[src/rtl/imx_tap_training_ctrl.sv]
// ============================================================================
// imx_tap_training_ctrl : per-lane LVDS tap sweep, eye search and centring.
// Optional macro TAP_TRAIN_EYE_REPORT_EN adds o_eye_width.   Revision 1.0
// ============================================================================
`default_nettype none

module imx_tap_training_ctrl #(
  parameter int         LANE_WIDTH    = 8,
  parameter int         TAP_WIDTH     = 5,
  parameter int         SETTLE_CYCLES = 16,
  parameter int         SAMPLE_CYCLES = 256,
  parameter int         MIN_MATCHES   = 4,
  parameter int         MIN_EYE       = 3,
  parameter logic [7:0] SYNC_WORD     = 8'h7F
) (
  input  logic                            clk,
  input  logic                            rst,
  input  logic                            i_start,
  input  logic                            i_abort,
  input  logic [8*LANE_WIDTH-1:0]         i_raw_data,
  output logic [TAP_WIDTH*LANE_WIDTH-1:0] o_tap_data,
  output logic                            o_tap_load,
  output logic                            o_busy,
  output logic                            o_done,
`ifdef TAP_TRAIN_EYE_REPORT_EN
  output logic [(TAP_WIDTH+1)*LANE_WIDTH-1:0] o_eye_width,
`endif
  output logic [LANE_WIDTH-1:0]           o_lane_fail
);

  localparam int LW      = (LANE_WIDTH > 1) ? $clog2(LANE_WIDTH) : 1;
  localparam int CNT_MAX = (SETTLE_CYCLES > SAMPLE_CYCLES) ? SETTLE_CYCLES : SAMPLE_CYCLES;
  localparam int CW      = $clog2(CNT_MAX + 1);
  localparam int MW      = $clog2(SAMPLE_CYCLES + 1);
  localparam int LENW    = TAP_WIDTH + 1;

  localparam logic [CW-1:0]        SETTLE_LAST = CW'(SETTLE_CYCLES - 1);
  localparam logic [CW-1:0]        SAMPLE_LAST = CW'(SAMPLE_CYCLES - 1);
  localparam logic [MW-1:0]        MATCH_SAT   = MW'(SAMPLE_CYCLES);
  localparam logic [MW-1:0]        MATCH_MIN   = MW'(MIN_MATCHES);
  localparam logic [LENW-1:0]      EYE_MIN     = LENW'(MIN_EYE);
  localparam logic [TAP_WIDTH-1:0] TAP_LAST    = '1;
  localparam logic [LW-1:0]        LANE_LAST   = LW'(LANE_WIDTH - 1);

  localparam logic [2:0] S_IDLE   = 3'd0;
  localparam logic [2:0] S_LOAD   = 3'd1;
  localparam logic [2:0] S_SETTLE = 3'd2;
  localparam logic [2:0] S_SAMPLE = 3'd3;
  localparam logic [2:0] S_EVAL   = 3'd4;
  localparam logic [2:0] S_FINAL  = 3'd5;
  localparam logic [2:0] S_DONE   = 3'd6;

  logic [2:0]                      state_q, state_d;
  logic [LW-1:0]                   lane_q, lane_d;
  logic [TAP_WIDTH-1:0]            tap_q, tap_d;
  logic [CW-1:0]                   cnt_q, cnt_d;
  logic [MW-1:0]                   match_q, match_d;
  logic [TAP_WIDTH-1:0]            cur_start_q, cur_start_d;
  logic [LENW-1:0]                 cur_len_q, cur_len_d;
  logic [TAP_WIDTH-1:0]            best_start_q, best_start_d;
  logic [LENW-1:0]                 best_len_q, best_len_d;
  logic [TAP_WIDTH*LANE_WIDTH-1:0] tap_data_q, tap_data_d;
  logic [LANE_WIDTH-1:0]           lane_fail_q, lane_fail_d;
  logic [TAP_WIDTH-1:0]            centre;
  logic [7:0]                      lane_byte;
`ifdef TAP_TRAIN_EYE_REPORT_EN
  logic [(TAP_WIDTH+1)*LANE_WIDTH-1:0] eye_q, eye_d;
`endif

  assign lane_byte = i_raw_data[8*int'(lane_q) +: 8];

  always_ff @(posedge clk or posedge rst) begin
    if (rst) begin
      state_q <= S_IDLE;
    end else begin
      state_q <= state_d;
    end
  end

  always_comb begin
    state_d = state_q;
    case (state_q)
      S_IDLE:   if (i_start) state_d = S_LOAD;
      S_LOAD:   state_d = S_SETTLE;
      S_SETTLE: if (cnt_q == SETTLE_LAST) state_d = S_SAMPLE;
      S_SAMPLE: if (cnt_q == SAMPLE_LAST) state_d = S_EVAL;
      S_EVAL:   state_d = (tap_q == TAP_LAST) ? S_FINAL : S_LOAD;
      S_FINAL:  state_d = (lane_q == LANE_LAST) ? S_DONE : S_LOAD;
      S_DONE:   state_d = S_IDLE;
      default:  state_d = S_IDLE;
    endcase
    if (i_abort) state_d = S_IDLE;
  end

  always_comb begin
    o_tap_load = (state_q == S_LOAD) || (state_q == S_FINAL);
    o_busy     = (state_q != S_IDLE) && (state_q != S_DONE);
    o_done     = (state_q == S_DONE);
  end

  // Tap bus is written on entry to LOAD/FINAL so it changes with the strobe.
  always_comb begin
    lane_d       = lane_q;
    tap_d        = tap_q;
    cnt_d        = '0;
    match_d      = match_q;
    cur_start_d  = cur_start_q;
    cur_len_d    = cur_len_q;
    best_start_d = best_start_q;
    best_len_d   = best_len_q;
    tap_data_d   = tap_data_q;
    lane_fail_d  = lane_fail_q;
    centre       = '0;
`ifdef TAP_TRAIN_EYE_REPORT_EN
    eye_d        = eye_q;
`endif
    if (!i_abort) begin
      case (state_q)
        S_IDLE: begin
          if (i_start) begin
            lane_d       = '0;
            tap_d        = '0;
            match_d      = '0;
            cur_start_d  = '0;
            cur_len_d    = '0;
            best_start_d = '0;
            best_len_d   = '0;
            lane_fail_d  = '0;
            tap_data_d[TAP_WIDTH-1:0] = '0;
`ifdef TAP_TRAIN_EYE_REPORT_EN
            eye_d        = '0;
`endif
          end
        end
        S_LOAD: match_d = '0;
        S_SETTLE: cnt_d = (cnt_q == SETTLE_LAST) ? '0 : cnt_q + CW'(1);
        S_SAMPLE: begin
          cnt_d = (cnt_q == SAMPLE_LAST) ? '0 : cnt_q + CW'(1);
          if ((lane_byte == SYNC_WORD) && (match_q != MATCH_SAT)) begin
            match_d = match_q + MW'(1);
          end
        end
        S_EVAL: begin
          match_d = '0;
          if (match_q >= MATCH_MIN) begin
            if (cur_len_q == '0) cur_start_d = tap_q;
            cur_len_d = cur_len_q + LENW'(1);
            // Strict compare keeps the earliest window on equal length.
            if (cur_len_d > best_len_q) begin
              best_len_d   = cur_len_d;
              best_start_d = cur_start_d;
            end
          end else begin
            cur_len_d = '0;
          end
          if (tap_q == TAP_LAST) begin
            if (best_len_d >= EYE_MIN) begin
              centre = best_start_d + TAP_WIDTH'((best_len_d - LENW'(1)) >> 1);
            end else begin
              lane_fail_d[lane_q] = 1'b1;
            end
            tap_data_d[TAP_WIDTH*int'(lane_q) +: TAP_WIDTH] = centre;
`ifdef TAP_TRAIN_EYE_REPORT_EN
            eye_d[LENW*int'(lane_q) +: LENW] = best_len_d;
`endif
          end else begin
            tap_d = tap_q + TAP_WIDTH'(1);
            tap_data_d[TAP_WIDTH*int'(lane_q) +: TAP_WIDTH] = tap_d;
          end
        end
        S_FINAL: begin
          match_d      = '0;
          cur_start_d  = '0;
          cur_len_d    = '0;
          best_start_d = '0;
          best_len_d   = '0;
          if (lane_q != LANE_LAST) begin
            lane_d = lane_q + LW'(1);
            tap_d  = '0;
            tap_data_d[TAP_WIDTH*int'(lane_d) +: TAP_WIDTH] = '0;
          end
        end
        default: ;
      endcase
    end
  end

  always_ff @(posedge clk or posedge rst) begin
    if (rst) begin
      lane_q       <= '0;
      tap_q        <= '0;
      cnt_q        <= '0;
      match_q      <= '0;
      cur_start_q  <= '0;
      cur_len_q    <= '0;
      best_start_q <= '0;
      best_len_q   <= '0;
      tap_data_q   <= '0;
      lane_fail_q  <= '0;
    end else begin
      lane_q       <= lane_d;
      tap_q        <= tap_d;
      cnt_q        <= cnt_d;
      match_q      <= match_d;
      cur_start_q  <= cur_start_d;
      cur_len_q    <= cur_len_d;
      best_start_q <= best_start_d;
      best_len_q   <= best_len_d;
      tap_data_q   <= tap_data_d;
      lane_fail_q  <= lane_fail_d;
    end
  end

`ifdef TAP_TRAIN_EYE_REPORT_EN
  always_ff @(posedge clk or posedge rst) begin
    if (rst) begin
      eye_q <= '0;
    end else begin
      eye_q <= eye_d;
    end
  end
  assign o_eye_width = eye_q;
`endif

  assign o_tap_data  = tap_data_q;
  assign o_lane_fail = lane_fail_q;

endmodule

`default_nettype wire

[config.mk]
export PLATFORM = sky130hd
export DESIGN_NAME = imx_tap_training_ctrl
export DESIGN_NICKNAME = d
export VERILOG_FILES = /design/src/rtl/imx_tap_training_ctrl.sv
export SDC_FILE = /design/constraint.sdc
export NUM_CORES = 1
export LEC_CHECK = 0
export BUFFER_PORTS_ARGS = -buffer_cell sky130_fd_sc_hd__buf_2
export CAP_MARGIN = 30
export CORE_MARGIN = 3
export CORE_UTILIZATION = 55
export DETAILED_ROUTE_END_ITERATION = 10
export GPL_TIMING_DRIVEN = 0
export PLACE_DENSITY = 0.8
export RECOVER_POWER = 50
export SLEW_MARGIN = 20
export SYNTH_ARGS = -nofsm -noshare
export SYNTH_HDL_FRONTEND = slang
export SYNTH_SLANG_ARGS = --single-unit
export TNS_END_PERCENT = 1
[constraint.sdc]
create_clock -name clk -period 11.8 [get_ports clk]
set_input_delay 0.59 -clock clk [delete_from_list [all_inputs] [get_ports clk]]
set_output_delay 0.59 -clock clk [all_outputs]
set_load 0.03 [all_outputs]
==> results by group <==
Finish
  – Antenna diode instance count: 0
  – P&R area growth vs syn: 15.4%
  – Design Area, Final: 0.00706 mm²
  – Fraction of final layout cells with drive strength greater than 1: between 15 and 20%
  – Filler Cells Inserted: between 800 and 900
  – Number of nets in the layout: a little over 900

STA
  – Tightest Pin Transition: roughly 3.7 ns
  – Share of the clock period used by the worst path after layout: between 40% and 50%
  – Total negative setup slack: 0 ns
  – Max-Slew Margin vs Limit: -149%
  – F_max: between 150 and 200 MHz
  – RSZ-0062 raised after global routing: false
  – Count of pins over their slew limit: 72
  – Setup-violating endpoint count in the final report: 0
  – Clock Skew: roughly 0.016 ns
  – Final-report hold violation count: 0
  – Post-layout min period: between 5 and 6 ns

Place
  – Post-DP Area: 0.00691 mm²
  – Sum of net half-perimeters after detailed placement: approximately 13000 µm
  – I/O Buffers: 117
  – Placer's final routability congestion estimate: around 0.89

Global route
  – Number of antenna violations at the first check in global routing: 0
  – Global-route total usage across every layer: 26.9%
  – Total congestion overflow: 0
  – Largest net degree at the start of global routing: 72
  – Number of global-route vias before repair: 5725
  – Global-route wire length before repair: between 20000 and 30000 µm

Floorplan
  – Initial core utilization: about 58%
  – Ports placed on the boundary: between 100 and 150
  – Die Ht: 111 µm
  – Core region area: around 0.011 mm²
  – Die Width: 111 µm
  – DIE AREA: 0.0124 mm²
  – Cell Rows: 37

CTS
  – Count of hold-fix buffers inserted at cts: 0
  – Clock root buffer: sky130_fd_sc_hd__clkbuf_8
  – Largest buffer count on any clock path: 2
  – Later-pin clock latency in the skew report: about 0.38 ns
  – Clock transition at the register clock pins on the worst setup and hold paths after CTS: about 0.10 ns
  – H-tree Lvls: 3
  – Post-CTS Setup Repair Bufs: 0
  – Number of gates resized after cts: 0
  – Cts bufs inserted: 9
  – TritonCTS clock tree: done
  – Clock Sink Count: 99

Pwr
  – Leakage power summed over all cells: between 3 and 4 nW
  – Switching share of total power: between 30% and 40%
  – Final total power: between 800 and 900 µW
  – Part of the total power dissipated in the clock network: around 28%
  – Combinational cell fraction of total power: approximately 28%
  – Switching power: ~280 µW
  – Internal power contribution: ~530 µW
  – Share of power burned in registers: approximately 44%
  – P per Cell Area: ~110 mW/mm²
  – Worst supply voltage drop on vdd: ~0.00010 V

Synthesis
  – Main combinational cell family by area after synthesis: compound AO/OA/AOI/OAI gates
  – Adder-cell area share of the yosys netlist: under 10%
  – Number of flip-flops and latches in the synthesized netlist: between 90 and 100
  – Synth Net Count: roughly 780
  – Count of cell types in the netlist: 68
  – Mapped Area: roughly 0.0061 mm²
  – Complex-gate fraction of the synthesized area: a little over a fifth
  – Proportion of synthesized flip-flops having asynchronous set or reset: 100%
  – Average instance area after synthesis: roughly 9 µm²
  – Number of warnings printed during yosys synthesis: 0
  – Sequential-to-total area share from yosys stat: between 40 and 50%
  – Top FF cell, synth: sky130_fd_sc_hd__dfrtp_1
  – Multiplexer share of the synthesized area: around 4.2%
  – Number of enable flip-flop cells after synthesis: 0
  – Simple-Gate Fraction of Synth Area: between 10% and 20%
  – Gate count after technology mapping: 680
  – Area share of xor/xnor cells in the synthesized design: around 3.9%

Outcome
  – Run status: complete, but fails checks
  – Violated checks: max-capacitance violations, max-slew violations

Drt
  – DRC: 0
  – Via/cell ratio: between 6 and 7
  – First DRT Iteration DRCs: 518
  – Iteration count of the initial detailed-routing pass: 5
  – Wire length per cell after detailed routing: ~18 µm
  – Routed WL: 17000 µm
  – Post-detailed-route count of antenna-violating nets: 0
  – Routed via count: 5896

Critical path
  – Reg2Reg Launch Point: cur_len_q[0]$_DFFE_PP0P_
  – Worst setup path endpoint: o_tap_data[4]$_DFFE_PP0P_
  – Crit-path most repeated cell: sky130_fd_sc_hd__ha_1
  – CP bufs+invs: 3
  – Crit path capture type: register
  – Master of the slowest instance on the critical path: sky130_fd_sc_hd__xnor2_1
  – Timing startpoint of the critical path: cur_len_q[0]$_DFFE_PP0P_
  – Cell chain of the critical path: ha_1 > nand3_1 > xnor2_1 > inv_1 > ha_1 > nand4_1 > o21bai_1 > a31oi_1 > clkbuf_1 > a21oi_1 > ha_1 > inv_1 > ha_1 > fa_1 > a21o_1 > a21oi_1 > xnor2_1 > xnor2_1 > o21ai_0
  – Data arrival time of the worst path: about 5.6 ns
  – Flop2flop setup slack: 6.45 ns
  – Worst R2R Path Depth: 19
  – Max stage delay on crit path: roughly 0.69 ns
  – Maximum fanout along the worst path: 10
  – Required arrival time at the worst endpoint: 12.02 ns
  – Number of cells on the critical path: 19
  – Family with the most delay on the worst path: adder cells
  – FF-to-FF End: o_tap_data[4]$_DFFE_PP0P_
  – Kind of critical path: register to register
  – CP startpoint kind: register

Run
  – Max-cap violations: 1

Worst hold path
  – Hold Path Class: input port to async pin
==> cell type report <==
cell class	instances	area [µm²]	area share, %
buffer	34	153	2.16
clock buffer	11	141	2.00
clock inverter	5	62.6	0.886
inverter	29	111	1.58
multi-input combinational	518	3390	48.0
sequential	99	2480	35.1
tap	136	170	2.41
timing repair buffer	118	558	7.90
==> power groups by stage <==
stage / Clock, mW / Sequential (mW) / Combinational (mW)
2_1_floorplan: 0 / 0.370 / 0.154
3_3_place_gp: 0 / 0.363 / 0.219
3_5_place_dp: 0 / 0.364 / 0.225
4_1_cts: 0.228 / 0.357 / 0.226
5_1_grt: 0.244 / 0.359 / 0.247
6_report: 0.227 / 0.358 / 0.226
==> kinds of logic after synthesis <==
kind of cell    after synthesis
buf+inv                      63
fa+ha+maj                    29
xor+xnor                     27
flops                        99
mux                          24
simple gates                246
compound gates              192
==> routing by layer <==
metal	vias up	GRT usage (%)	part of all wire (%)
met5	-	0	0
met4	0	9.16	1.7
met3	35	4.46	7.0
met2	256	44.4	49
met1	2867	36.2	43
li1	2738	-	-
==> synth_stat cells, types with 4 or more instances <==
| cell | n | area (µm²) |
|---|---|---|
| sky130_fd_sc_hd__nor3_1 | 15 | 75.1 |
| sky130_fd_sc_hd__xnor2_1 | 20 | 175 |
| sky130_fd_sc_hd__nand4_1 | 4 | 25.0 |
| sky130_fd_sc_hd__nand2_1 | 81 | 304 |
| sky130_fd_sc_hd__nor2b_1 | 10 | 62.6 |
| sky130_fd_sc_hd__o21ai_0 | 49 | 245 |
| sky130_fd_sc_hd__nand2b_1 | 6 | 37.5 |
| sky130_fd_sc_hd__a21oi_1 | 32 | 160 |
| sky130_fd_sc_hd__or3_1 | 4 | 25.0 |
| sky130_fd_sc_hd__mux2_2 | 4 | 45.0 |
| sky130_fd_sc_hd__or2_2 | 4 | 25.0 |
| sky130_fd_sc_hd__a22o_1 | 22 | 193 |
| sky130_fd_sc_hd__nand3_1 | 32 | 160 |
| sky130_fd_sc_hd__ha_1 | 28 | 350 |
| sky130_fd_sc_hd__o31ai_1 | 5 | 37.5 |
| sky130_fd_sc_hd__clkbuf_1 | 21 | 78.8 |
| sky130_fd_sc_hd__nor2_1 | 53 | 199 |
| sky130_fd_sc_hd__o211ai_1 | 7 | 52.6 |
| sky130_fd_sc_hd__buf_2 | 7 | 35.0 |
| sky130_fd_sc_hd__a22oi_1 | 10 | 75.1 |
| sky130_fd_sc_hd__o22ai_1 | 6 | 37.5 |
| sky130_fd_sc_hd__a31oi_1 | 6 | 37.5 |
| sky130_fd_sc_hd__xor2_1 | 7 | 61.3 |
| sky130_fd_sc_hd__dfrtp_1 | 99 | 2480 |
| sky130_fd_sc_hd__or4_1 | 5 | 37.5 |
| sky130_fd_sc_hd__a21o_1 | 6 | 45.0 |
| sky130_fd_sc_hd__inv_1 | 27 | 101 |
| sky130_fd_sc_hd__mux2i_1 | 19 | 190 |
| sky130_fd_sc_hd__o221ai_1 | 19 | 166 |
| sky130_fd_sc_hd__and3_1 | 8 | 50.1 |
| sky130_fd_sc_hd__and2_1 | 4 | 25.0 |
| sky130_fd_sc_hd__a32oi_1 | 5 | 43.8 |
==> registers in the layout, indices dropped and copies added (netlist names) <==
signal / cells
o_tap_data: 40
cnt_q: 9
match_q: 9
o_lane_fail: 8
best_len_q: 6
cur_len_q: 6
best_start_q: 5
cur_start_q: 5
tap_q: 5
lane_q: 3
state_q: 3
==> how the worst min path moves through the flow <==
| stage | startpoint | end | slack [ns] | cells past startpoint |
|---|---|---|---|---|
| 6_report | rst | o_tap_data[3]$_DFFE_PP0P_ | 0.47 | 2 |
| 5_1_grt | best_len_q[3]$_DFFE_PP0P_ | best_len_q[3]$_DFFE_PP0P_ | 0.51 | 2 |
| 4_1_cts | rst | o_tap_data[2]$_DFFE_PP0P_ | 0.17 | 2 |
| 3_5_place_dp | o_tap_data[26]$_DFFE_PP0P_ | o_tap_data[26]$_DFFE_PP0P_ | 0.47 | 2 |
| 3_3_place_gp | cnt_q[0]$_DFF_PP0_ | cnt_q[0]$_DFF_PP0_ | 0.44 | 1 |
| 2_1_floorplan | cnt_q[0]$_DFF_PP0_ | cnt_q[0]$_DFF_PP0_ | 0.43 | 1 |
==> worst reg2reg max path, delay by kind of cell, from the launching register on <==
family                     cells  cell delay, ns
AOI/OAI and AO/OA              6            1.17
xor gates and xnor gates       3            1.31
adders and majority gates      5            1.52
buffers and inverters          3            0.50
DFF                            1            0.45
and+or+nand+nor                2            0.22
==> per-stage QoR <==
stage / cells / hold slack [ns] / util, % / worst slack, ns
after global routing: 950 / 0.510 / 66.9 / 6.05
after floorplan: 680 / 0.433 / - / 7.48
after detailed placement: 934 / 0.471 / 65.5 / 6.50
after global placement: 933 / 0.444 / 65.1 / 6.72
after CTS: 950 / 0.174 / 67.4 / 6.48
final: 950 / 0.473 / 66.9 / 6.45
==> placed cells by master, fill, tap and decap left out, drive strengths merged, types with 7 or more instances in the layout <==
cell,Yosys,layout
nand3,32,32
nor3,15,15
nand2,81,81
and2,7,7
xnor2,20,20
inv,27,26
a22o,22,22
ha,28,28
mux2i,19,19
nor2,53,53
clkbuf,22,59
buf,12,104
o211ai,7,7
a21oi,32,32
o221ai,19,19
dfrtp,99,99
xor2,7,7
nor2b,10,10
and3,8,8
a22oi,10,10
o21ai,49,49
Note: power is estimated with default switching activity, not from simulation.
